## src/rtl/hwpe_stream_package.sv

```systemverilog
// Shared types for the hwpe_stream copy-network fault supervision logic.
// Latency: n/a (types only).
// Backpressure: n/a (types only).
package hwpe_stream_package;

    // Supervisor phases: idle, settle after enable, watch sinks, sticky fault.
    typedef enum logic [1:0] {
        IDLE    = 2'd0,
        ARMING  = 2'd1,
        MONITOR = 2'd2,
        FAULT   = 2'd3
    } copy_fault_state_t;

endpackage

```

## src/rtl/lzc.sv

```systemverilog
// Leading/trailing zero counter; MODE=0 counts trailing zeros (index of lowest set bit).
// Latency: combinational.
// Backpressure: none.
// Ports: in_i vector to scan, cnt_o zero count, empty_o high when in_i has no set bit.
module lzc #(
    parameter int unsigned WIDTH     = 2,
    parameter bit          MODE      = 1'b0,
    parameter int unsigned CNT_WIDTH = (WIDTH > 1) ? $clog2(WIDTH) : 1
) (
    input  logic [WIDTH-1:0]     in_i,
    output logic [CNT_WIDTH-1:0] cnt_o,
    output logic                 empty_o
);

    always_comb begin
        cnt_o   = '0;
        empty_o = ~|in_i;
        if (!MODE) begin
            // Scan downwards so the lowest set bit is the last one written.
            for (int i = WIDTH - 1; i >= 0; i--) begin
                if (in_i[i]) begin
                    cnt_o = CNT_WIDTH'(i);
                end
            end
        end else begin
            // Scan upwards so the highest set bit is the last one written.
            for (int i = 0; i < WIDTH; i++) begin
                if (in_i[i]) begin
                    cnt_o = CNT_WIDTH'(WIDTH - 1 - i);
                end
            end
        end
    end

endmodule

```

## src/rtl/hwpe_stream_copy_fault_ctrl.sv

```systemverilog
// Supervises copy-sink mismatch flags: settle after enable, then latch a sticky fault, count and interrupt.
// Latency: 1 cycle from a sampled unmasked hit to fault_o/irq_o; all outputs registered.
// Backpressure: none; flags are sampled every cycle and never stalled.
// Ports: clk_i/rst_i (async active-high), enable_i level, clear_i pulse, sink_mask_i (1 = ignore),
//        fault_i raw sink flags; armed_o, fault_o, irq_o, fault_mask_o, first_idx_o, fault_cnt_o status.
module hwpe_stream_copy_fault_ctrl
    import hwpe_stream_package::*;
#(
    parameter  int unsigned NB_SINKS   = 4,
    parameter  int unsigned ARM_CYCLES = 4,
    parameter  int unsigned CNT_WIDTH  = 8,
    localparam int unsigned IDX_W      = (NB_SINKS > 1) ? $clog2(NB_SINKS) : 1
) (
    input  logic                 clk_i,
    input  logic                 rst_i,
    input  logic                 enable_i,
    input  logic                 clear_i,
    input  logic [NB_SINKS-1:0]  sink_mask_i,
    input  logic [NB_SINKS-1:0]  fault_i,
    output logic                 armed_o,
    output logic                 fault_o,
    output logic                 irq_o,
    output logic [NB_SINKS-1:0]  fault_mask_o,
    output logic [IDX_W-1:0]     first_idx_o,
    output logic [CNT_WIDTH-1:0] fault_cnt_o
);

    localparam int unsigned  AW       = (ARM_CYCLES > 1) ? $clog2(ARM_CYCLES) : 1;
    localparam logic [AW-1:0] ARM_LOAD = AW'(ARM_CYCLES - 1);

    copy_fault_state_t     state_q, state_d;
    logic [AW-1:0]         arm_cnt_q, arm_cnt_d;
    logic [NB_SINKS-1:0]   fault_mask_q, fault_mask_d;
    logic [IDX_W-1:0]      first_idx_q, first_idx_d;
    logic                  irq_q, irq_d;
    logic [CNT_WIDTH-1:0]  fault_cnt_q, fault_cnt_d;

    logic [NB_SINKS-1:0]   hit_vec;
    logic [IDX_W-1:0]      lowest_idx;
    logic                  hit_none;
    logic                  hit;
    logic                  watching;

    assign hit_vec = fault_i & ~sink_mask_i;
    // The encoder's empty flag doubles as the "no unmasked hit" indication.
    assign hit     = ~hit_none;

    lzc #(
        .WIDTH     (NB_SINKS),
        .MODE      (1'b0),
        .CNT_WIDTH (IDX_W)
    ) i_first_idx_lzc (
        .in_i    (hit_vec),
        .cnt_o   (lowest_idx),
        .empty_o (hit_none)
    );

    assign watching = (state_q == MONITOR) || (state_q == FAULT);

    always_comb begin
        state_d      = state_q;
        arm_cnt_d    = arm_cnt_q;
        fault_mask_d = fault_mask_q;
        first_idx_d  = first_idx_q;
        irq_d        = 1'b0;

        unique case (state_q)
            IDLE: begin
                if (enable_i) begin
                    state_d   = ARMING;
                    arm_cnt_d = ARM_LOAD;
                end
            end
            ARMING: begin
                // Flags are still settling here, so hits are deliberately ignored.
                if (!enable_i) begin
                    state_d = IDLE;
                end else if (arm_cnt_q == '0) begin
                    state_d = MONITOR;
                end else begin
                    arm_cnt_d = arm_cnt_q - 1'b1;
                end
            end
            MONITOR: begin
                // A hit outranks a same-cycle disable so no fault is lost.
                if (hit) begin
                    state_d      = FAULT;
                    first_idx_d  = lowest_idx;
                    fault_mask_d = hit_vec;
                    irq_d        = 1'b1;
                end else if (!enable_i) begin
                    state_d = IDLE;
                end
            end
            FAULT: begin
                if (clear_i) begin
                    fault_mask_d = '0;
                    first_idx_d  = '0;
                    if (enable_i) begin
                        state_d   = ARMING;
                        arm_cnt_d = ARM_LOAD;
                    end else begin
                        state_d = IDLE;
                    end
                end else begin
                    fault_mask_d = fault_mask_q | hit_vec;
                end
            end
            default: state_d = IDLE;
        endcase

        // Clear beats a same-cycle increment; the counter sticks at all-ones.
        if (clear_i) begin
            fault_cnt_d = '0;
        end else if (watching && hit && (fault_cnt_q != '1)) begin
            fault_cnt_d = fault_cnt_q + 1'b1;
        end else begin
            fault_cnt_d = fault_cnt_q;
        end
    end

    always_ff @(posedge clk_i or posedge rst_i) begin
        if (rst_i) begin
            state_q      <= IDLE;
            arm_cnt_q    <= '0;
            fault_mask_q <= '0;
            first_idx_q  <= '0;
            irq_q        <= 1'b0;
            fault_cnt_q  <= '0;
        end else begin
            state_q      <= state_d;
            arm_cnt_q    <= arm_cnt_d;
            fault_mask_q <= fault_mask_d;
            first_idx_q  <= first_idx_d;
            irq_q        <= irq_d;
            fault_cnt_q  <= fault_cnt_d;
        end
    end

    assign armed_o      = (state_q == MONITOR);
    assign fault_o      = (state_q == FAULT);
    assign irq_o        = irq_q;
    assign fault_mask_o = fault_mask_q;
    assign first_idx_o  = first_idx_q;
    assign fault_cnt_o  = fault_cnt_q;

endmodule

```

## config.mk

```make
export PLATFORM = sky130hd
export DESIGN_NAME = hwpe_stream_copy_fault_ctrl
export DESIGN_NICKNAME = d
export VERILOG_FILES = /design/src/rtl/hwpe_stream_package.sv /design/src/rtl/lzc.sv /design/src/rtl/hwpe_stream_copy_fault_ctrl.sv
export SDC_FILE = /design/constraint.sdc
export NUM_CORES = 1
export LEC_CHECK = 0
export BUFFER_PORTS_ARGS = -buffer_cell sky130_fd_sc_hd__buf_2
export CAP_MARGIN = 5
export CELL_PAD_IN_SITES_DETAIL_PLACEMENT = 1
export CELL_PAD_IN_SITES_GLOBAL_PLACEMENT = 1
export CORE_MARGIN = 5
export CORE_UTILIZATION = 41
export CTS_CLUSTER_DIAMETER = 30
export DETAILED_ROUTE_END_ITERATION = 8
export PLACE_DENSITY_LB_ADDON = 0.25
export SLEW_MARGIN = 20
export SYNTH_ARGS = -nofsm -noshare
export SYNTH_HDL_FRONTEND = slang
export SYNTH_HIERARCHICAL = 1
export SYNTH_SLANG_ARGS = --single-unit
```

## constraint.sdc

```tcl
create_clock -name clk_i -period 2.39 [get_ports clk_i]
set_input_delay 0.478 -clock clk_i [delete_from_list [all_inputs] [get_ports clk_i]]
set_output_delay 0.478 -clock clk_i [all_outputs]
set_load 0.01 [all_outputs]
```

==> impl_metrics.ini, run 1 <==
[power_and_ir_drop]
p_int_mw = 0.683
swShare = 0.402
p_seq_frac = 0.404
power_frac_comb = 0.452
p_leak_nw = 0.687
power_frac_clock = 0.144
p_sw_mw = 0.460
power_density_mw_per_mm2 = 871
ir_drop_mv = 0.557

[placed_design]
portBuffers = 28
dp_hpwl_um = 2120
routabilityCongestion = 0.834
dp_cells = 178

[clock_tree]
clock_path_buffers = 2
postCtsHoldBufs = 0
cts_buffers = 3
cts_resized = 0
clock_latency_ps = 290
clk_pin_slew_ps = 110
h-tree-depth = 1
cts_sinks = 19
cts_root_buf = clkbuf_4
cts_tree = done
post_cts_buffers = 0

[sta]
worstMarginPinSlew_ps = 731
period_needed_ps = 1810
max_freq_ghz = 0.553
rsz0062_at_grt = no
slew_violations = 0
setup_viol = 0
relSlewSlack = 0.512
finalHoldViolations = 0
finalCritPeriodShare = 0.756
setup_tns_ps = 0
final.setup_skew_ps = 1.54

[routing]
dr.pass1.iters = 4
post_drt_wl_per_cell_um = 14.1
drt-total-wl_um = 2570
vias = 982
drtIter0Drc = 16
drc = 0
vias_per_cell = 5.40
drtAntennaViolNets = 0

[global_routing]
grt_max_degree = 20
grt_overflow_total = 0
grt_pass1_vias = 1073
antenna_found_initial = 0
grt_usage = 0.147
grt_first_pass_wirelength_um = 4730

[final_layout]
area_delta_synth_final_pct = 17.2
filler_cell_count = 328
stdcell_count = 182
mostFrequentLayoutCells = buf_2, dfrtp_1, nand2_1
layout_commonest_cell = buf_2
antennaDiodeCount = 0
final_nets = 173
drive_gt1_frac = 0.245

[job]
maxCapViolCount = 0

[worst_setup_path]
path_class = in -> reg
start_kind = input port
critPathRequiredTime_ps = 2550
arrival_ps = 1970
crit_path_end_kind = register
reg2reg_depth = 6
crit_fanout = 8

[floorplanning]
num_io_pins = 29
core-area_mm2 = 0.00269
die_h_um = 62.3
initial_utilization = 0.417
die-area_mm2 = 0.00388
placementRows = 19
die_w_um = 62.3

[synth]
netlist_area_mm2 = 0.00112
syn_inst = 121
yosysWarnings = 6
synth-edff-count = 0
async_reset_ff_frac = 1.00
synth_fp_nets = 142
yosysUniqueCellTypes = 29
yosysSeqAreaShare = 0.425
ys_seq_elements = 19
synth_area_per_cell_um2 = 9.25
synthFlopType = dfrtp_1

[outcome]
status = completed

[min_path]
hp-class = in -> async
==> kinds of logic (layout without fill, tap and decap cells) <==
kind of cell | Yosys count | count (layout) | synth area share
AO/OA/AOI/OAI | 29 | 29 | 0.164
XOR/XNOR | 1 | 1 | 0.00782
adder cells (fa/ha/maj) | 9 | 9 | 0.101
buffers and inverters | 14 | 44 | 0.0514
flip-flops | 19 | 19 | 0.425
multiplexers | 3 | 3 | 0.0279
AND/OR/NAND/NOR | 46 | 46 | 0.223
==> power by group through the flow <==
| stage | logic, mW | registers (mW) | clock network (mW) |
|---|---|---|---|
| after CTS | 0.530 | 0.465 | 0.171 |
| final | 0.517 | 0.462 | 0.165 |
| after global routing | 0.595 | 0.477 | 0.190 |
| after detailed placement | 0.527 | 0.473 | 0 |
| after floorplan | 0.346 | 0.485 | 0 |
| after global placement | 0.498 | 0.467 | 0 |
==> critical path, cell delays in order <==
cell and delay [ps]:
buf_2 70, nand2b_1 100, inv_1 70, nor4_2 370
nand2b_1 180, inv_1 80, o21ai_1 450, o21ai_0 180
==> Yosys cell counts, types with 2 or more instances <==
cell,count,area share
dfrtp_1,19,0.42
nand2_1,13,0.044
inv_1,12,0.040
nand2b_1,11,0.061
ha_1,9,0.10
o21ai_0,9,0.040
a21oi_1,7,0.031
nor2_1,5,0.017
nand3_1,4,0.018
nor2b_1,4,0.022
nor3_1,3,0.013
o31ai_1,3,0.020
or4_1,3,0.020
mux2i_1,2,0.018
o21a_1,2,0.013
o21ba_2,2,0.018
==> flip-flops by register name (all words and copies together) (netlist names) <==
signal / flops
arm_cnt_q: 2
fault_cnt_o: 8
fault_mask_o: 4
first_idx_o: 2
irq_o: 1
state_q: 2
==> layout make-up <==
cell class                 count  area (µm²)  share of cell area
timing repair buffer          28         140               0.107
tap                           31        38.8              0.0296
multi-input combinational     88         587               0.447
inverter                      12        45.0              0.0343
sequential                    19         475               0.362
clock buffer                   4        26.3              0.0200
==> per-layer routing <==
| layer | part of all wire | wire length [µm] | track usage | vias to the layer above |
|---|---|---|---|---|
| li1 | - | - | - | 481 |
| met1 | 0.42 | 1070 | 0.165 | 483 |
| met2 | 0.53 | 1370 | 0.272 | 14 |
| met3 | 0.036 | 93 | 0.0342 | 4 |
| met4 | 0.012 | 30 | 0.0451 | 0 |
| met5 | 0 | 0 | 0 | - |
==> worst paths after layout <==
path	start	endpoint	slack, ps
max	sink_mask_i[0]	first_idx_o[0]	580
min	rst_i	first_idx_o[1]	290
max reg2reg	state_q[0]	first_idx_o[0]	600
min reg2reg	arm_cnt_q[0]	arm_cnt_q[0]	490
max in group asynchronous	rst_i	fault_cnt_o[5]	1650
min in group clk_i	clear_i	fault_cnt_o[2]	440
==> per-stage QoR <==
| stage | hold WS, ps | worst slack, ps | power, mW | cell area (µm²) | util |
|---|---|---|---|---|---|
| floorplan | 429 | 634 | 0.831 | 1120 | - |
| global placement | 458 | 365 | 0.965 | 1290 | 0.479 |
| detailed placement | 477 | 249 | 1.00 | 1290 | 0.479 |
| CTS | 324 | 570 | 1.17 | 1310 | 0.489 |
| global route | 373 | 366 | 1.26 | 1310 | 0.489 |
| finish | 287 | 583 | 1.14 | 1310 | 0.489 |
Power figures use the tool's default switching activity.
==> run 2: changes to the inputs <==
CORE_UTILIZATION = 38   (was 41)
clock period = 1.8 ns   (was 2.39 ns; I/O delays follow)
==> run 2 against run 1 <==
  * Clock skew grew 3.6 ps
  * Cell count is 3.8% higher
  * Worst setup slack worse by 440 ps
  * Flip-flop and latch count stayed put
  * Critical endpoint is now fault_cnt_o[5]
  * Sequential power increased by 32%
  * Total power is 38% higher
  * Via count is 1.4% higher
==> impl_metrics.ini, run 2 (synthesis gave the netlist of run 1 again) <==
[global_routing]
grt_first_pass_wirelength_um = 4800
grt_pass1_vias = 1096
grt_max_degree = 20
antenna_found_initial = 0
grt_usage = 0.144
grt_overflow_total = 0

[placed_design]
dp_hpwl_um = 2230
portBuffers = 28
dp_cells = 185
pre_cts_ws_ps = -63.8
place_area_mm2 = 0.00134
routabilityCongestion = 0.806

[sta]
period_needed_ps = 1650
finalHoldViolations = 0
finalCritPeriodShare = 0.919
setup_viol = 0
fin_ws_ps = 146
setup_tns_ps = 0
max_freq_ghz = 0.605
rsz0062_at_grt = no
relSlewSlack = 0.770
worstMarginPinSlew_ps = 345
final.setup_skew_ps = 5.16
slew_violations = 0

[final_layout]
drive_gt1_frac = 0.291
multi_input_area_um2 = 589
final_nets = 180
fin_area_mm2 = 0.00137
antennaDiodeCount = 0
filler_cell_count = 355
stdcell_count = 189
mostFrequentLayoutCells = buf_2, dfrtp_1, nand2_1
regArea_um2 = 475
area_delta_synth_final_pct = 22.2
layout_commonest_cell = buf_2
finalCoreUtilization = 0.492
largest_reg_flops = 8

[clock_tree]
clock_path_buffers = 2
postCtsHoldBufs = 0
clock_latency_ps = 300
h-tree-depth = 1
cts_tree = done
cts_root_buf = clkbuf_4
cts_sinks = 19
clk_pin_slew_ps = 120
cts_buffers = 3

[power_and_ir_drop]
p_seq_frac = 0.385
power_frac_clock = 0.141
swShare = 0.399
power_frac_comb = 0.473
power_density_mw_per_mm2 = 1160
p_sw_mw = 0.632
p_int_mw = 0.951
p_leak_nw = 0.720
ir_drop_mv = 0.658

[routing]
vias_per_cell = 5.27
drtIter0Drc = 43
drt-total-wl_um = 2740
drtAntennaViolNets = 0
vias = 996
post_drt_wl_per_cell_um = 14.5
drc = 0
dr.pass1.iters = 4

[worst_setup_path]
path_class = reg -> reg
start_kind = register
crit_path_end_kind = register
crit_fanout = 9
path_cells = ha_1 > nand3_1 > o21ai_2 > or4_1 > a21oi_1
cp_top_family = simple AND/OR/NAND/NOR gates
critPathRequiredTime_ps = 2040
arrival_ps = 1890
crit_buf_inv = 0
slowest_delay_ps = 490
crit_slowest_cell = or4_1

[floorplanning]
die_w_um = 64.3
core-area_mm2 = 0.00278
die_h_um = 64.3
die-area_mm2 = 0.00413
initial_utilization = 0.403
placementRows = 19
num_io_pins = 29

[job]
maxCapViolCount = 0

[min_path]
hp-class = in -> async

[outcome]
status = completed
[run 2: changes by cell type in the layout (fill, tap and decap cells not counted)]
cell	before	now
clkbuf_1	1	0
ha_1	9	8
ha_2	0	1
clkinv_2	0	1
buf_4	0	7
[run 2: area by class of cell]
class                   count  share of cell area
clock buffers               3              0.0165
repair buffers             35               0.141
clock inverters             1             0.00366
flip-flops and latches     19               0.347
inverters                  12              0.0329
multi-input cells          88               0.431
well taps                  31              0.0283
[run 2: final timing paths]
kind,startpoint,depth (start not counted),slack (ps),endpoint
worst max-delay path,fault_cnt_o[0],5,150,fault_cnt_o[5]
worst min-delay path,rst_i,3,60,irq_o
worst max register to register,fault_cnt_o[0],5,150,fault_cnt_o[5]
worst min register to register,arm_cnt_q[0],1,470,arm_cnt_q[0]
max in group asynchronous,rst_i,3,1530,state_q[0]
min in group clk_i,fault_i[2],3,340,fault_mask_o[2]
[run 2: power groups by stage]
stage	registers, mW	logic, mW	clock network [mW]
floorplan	0.643	0.459	0
global placement	0.619	0.715	0
detailed placement	0.624	0.760	0
CTS	0.614	0.763	0.232
global route	0.630	0.844	0.258
finish	0.610	0.749	0.224
[run 2: repair_timing]
item	4_1_cts	5_1_grt
resized for setup	0	1
endpoints found under the setup margin	0	2
endpoints found under the hold margin	0	0
buffers inserted	0	0
[run 2: per-layer routing]
layer  GRT usage  wire length [µm]
met4      0.0509                28
met2       0.262              1390
met1       0.161              1200
met3      0.0315               124
met5           0                 0
[run 2: stage by stage]
stage          hold WS (ps)  total power, mW
2_1_floorplan           311             1.10
3_3_place_gp            392             1.33
3_5_place_dp            403             1.38
4_1_cts                62.5             1.61
5_1_grt                71.6             1.73
6_report               59.1             1.58
[run 2: worst register-to-register path, cell delays in order, from the launching register on]
cell and delay (ps):
dfrtp_1 440, ha_1 260, nand3_1 120, o21ai_2 130, or4_1 490, a21oi_1 150
==> run 3: changes to the inputs <==
ABC_AREA = 1   (was default)
GPL_ROUTABILITY_DRIVEN = 0   (was default)
==> run 3 against run 2 <==
  * Synthesized area rose by 13%
  * Routed wire length rose by 15%
  * Global-route usage rose by 1.4 points
  * Largest power group unchanged
  * Cell area rose by 9.9%
  * Flip-flop and latch count did not move
  * Worst setup slack got worse by 1.8 ps
  * Clock power fell by 4%
  * Cell count rose by 33%
  * Highest routed layer unchanged
  * Via count rose by 20%
  * Critical path depth fell by 2
==> impl_metrics.ini, run 3 <==
[outcome]
status = completed

[floorplanning]
core-area_mm2 = 0.00328
die_h_um = 67.8
die-area_mm2 = 0.00459
placementRows = 21
num_io_pins = 29
die_w_um = 67.8
initial_utilization = 0.386

[routing]
drtIter0Drc = 47
drtAntennaViolNets = 0
dr.pass1.iters = 4
post_drt_wl_per_cell_um = 12.5
drt-total-wl_um = 3150
vias_per_cell = 4.73
vias = 1193
drc = 0

[min_path]
hp-class = in -> async

[final_layout]
mostFrequentLayoutCells = nand2_1, inv_1, buf_2
filler_cell_count = 419
fin_area_mm2 = 0.00150
area_delta_synth_final_pct = 18.5
drive_gt1_frac = 0.228
layout_commonest_cell = nand2_1
largest_reg_flops = 8
antennaDiodeCount = 0
final_nets = 228

[synth]
syn_inst = 173
ys_seq_elements = 19
yosysSeqAreaShare = 0.375
yosys.area.top_type = dfrtp_1
ys_top_cells_by_area = dfrtp_1, nand2_1, ha_1, inv_1, nand3_1
synth_top_area_frac = 0.375
yosysWarnings = 6
async_reset_ff_frac = 1.00
yosysMostFrequentCell = nand2_1
synth_fp_nets = 194
yosys-top-cells-count = nand2_1, inv_1, dfrtp_1, nand3_1, nor2_1
synthFlopType = dfrtp_1
yosysUniqueCellTypes = 26
netlist_area_mm2 = 0.00127
synth_area_per_cell_um2 = 7.33
synth-edff-count = 0

[sta]
setup_viol = 0
relSlewSlack = 0.797
worstMarginPinSlew_ps = 302
max_freq_ghz = 0.604
rsz0062_at_grt = no
finalCritPeriodShare = 0.920
finalHoldViolations = 0
period_needed_ps = 1660
setup_tns_ps = 0
final.setup_skew_ps = 3.54
slew_violations = 0

[global_routing]
grt_pass1_vias = 1220
grt_first_pass_wirelength_um = 5470
grt_usage = 0.158
grt_max_degree = 20
grt_overflow_total = 0
antenna_found_initial = 0

[clock_tree]
cts_sinks = 19
h-tree-depth = 1
cts_tree = done
clock_latency_ps = 300
postCtsHoldBufs = 0
clock_path_buffers = 2
clk_pin_slew_ps = 110
post_cts_buffers = 0
cts_buffers = 3
cts_root_buf = clkbuf_4
cts_resized = 0

[placed_design]
dp_hpwl_um = 2650
portBuffers = 28
place_area_mm2 = 0.00148

[worst_setup_path]
r2r_setup_slack_ps = 170
critPathRequiredTime_ps = 1440
r2r_start = state_q[1]
reg2reg_depth = 7
r2r-end = arm_cnt_q[0]
start_kind = register
crit_path_end_kind = output port
endpoint = armed_o
arrival_ps = 1300
path_class = reg -> out
crit_fanout = 5
startpoint = state_q[0]

[power_and_ir_drop]
ir_drop_mv = 0.510
power_density_mw_per_mm2 = 968
p_leak_nw = 0.856

[job]
maxCapViolCount = 0
[run 3: changes by cell type after synthesis, sizes merged, moves of 3 or more]
cell and delta:
nor2 +11, or4 -3, a21oi -6, o21ai +3, inv +20, o31ai -3, nand2b -11, nor2b -4
nand3 +16, nand2 +38
[run 3: stage by stage]
stage | utilization | instances | worst slack, ps | hold slack, ps | power [mW]
floorplan | - | 173 | 420 | 311 | 1.04
global placement | 0.450 | 248 | 202 | 390 | 1.21
detailed placement | 0.450 | 248 | 78.3 | 422 | 1.26
CTS | 0.458 | 252 | 107 | 81.3 | 1.49
global route | 0.458 | 252 | 38.9 | 84.2 | 1.60
finish | 0.458 | 252 | 144 | 81.1 | 1.46
[run 3: cell families after synthesis]
family,share of synthesized area
and+or+nand+nor,0.349
buffers and inverters,0.101
DFF,0.375
AOI/OAI and AO/OA,0.0799
adders and majority gates,0.0888
xor gates and xnor gates,0.00690
[run 3: worst min path at each step]
stage                     start              end  slack, ps  depth (start not counted)
after floorplan           rst_i     arm_cnt_q[0]        310                          1
after global placement    rst_i   fault_cnt_o[0]        390                          3
after detailed placement  rst_i  fault_mask_o[0]        420                          3
after CTS                 rst_i   fault_cnt_o[2]         80                          3
after global routing      rst_i            irq_o         80                          3
final                     rst_i   fault_cnt_o[2]         80                          3
[run 3: critical path: stages, from the launching register on]
cell	delay [ps]
dfrtp_1	440
inv_1	150
ha_1	250
buf_2	160
[run 3: per-layer routing]
metal  global-route usage  wire length (µm)  vias up
met5                    0                 0        -
li1                     -                 -      606
met3               0.0416               145        2
met1                0.183              1360      565
met4               0.0372                14        0
met2                0.286              1630       20
[run 3: report_power, final]
group          switching [mW]  leakage (nW)  internal, mW
clock network           0.134        0.0177        0.0828
logic                   0.400         0.586         0.239
registers              0.0737         0.252         0.527
total                   0.607         0.856         0.848
[run 3: final cells by class]
type,count,area [µm²],area share
Tap cell,46,57.6,0.0383
Inverter,32,123,0.0815
Clock buffer,3,22.5,0.0150
Sequential cell,19,475,0.316
Clock inverter,1,5.00,0.00333
Timing Repair Buffer,30,155,0.103
Multi-Input combinational cell,121,666,0.443
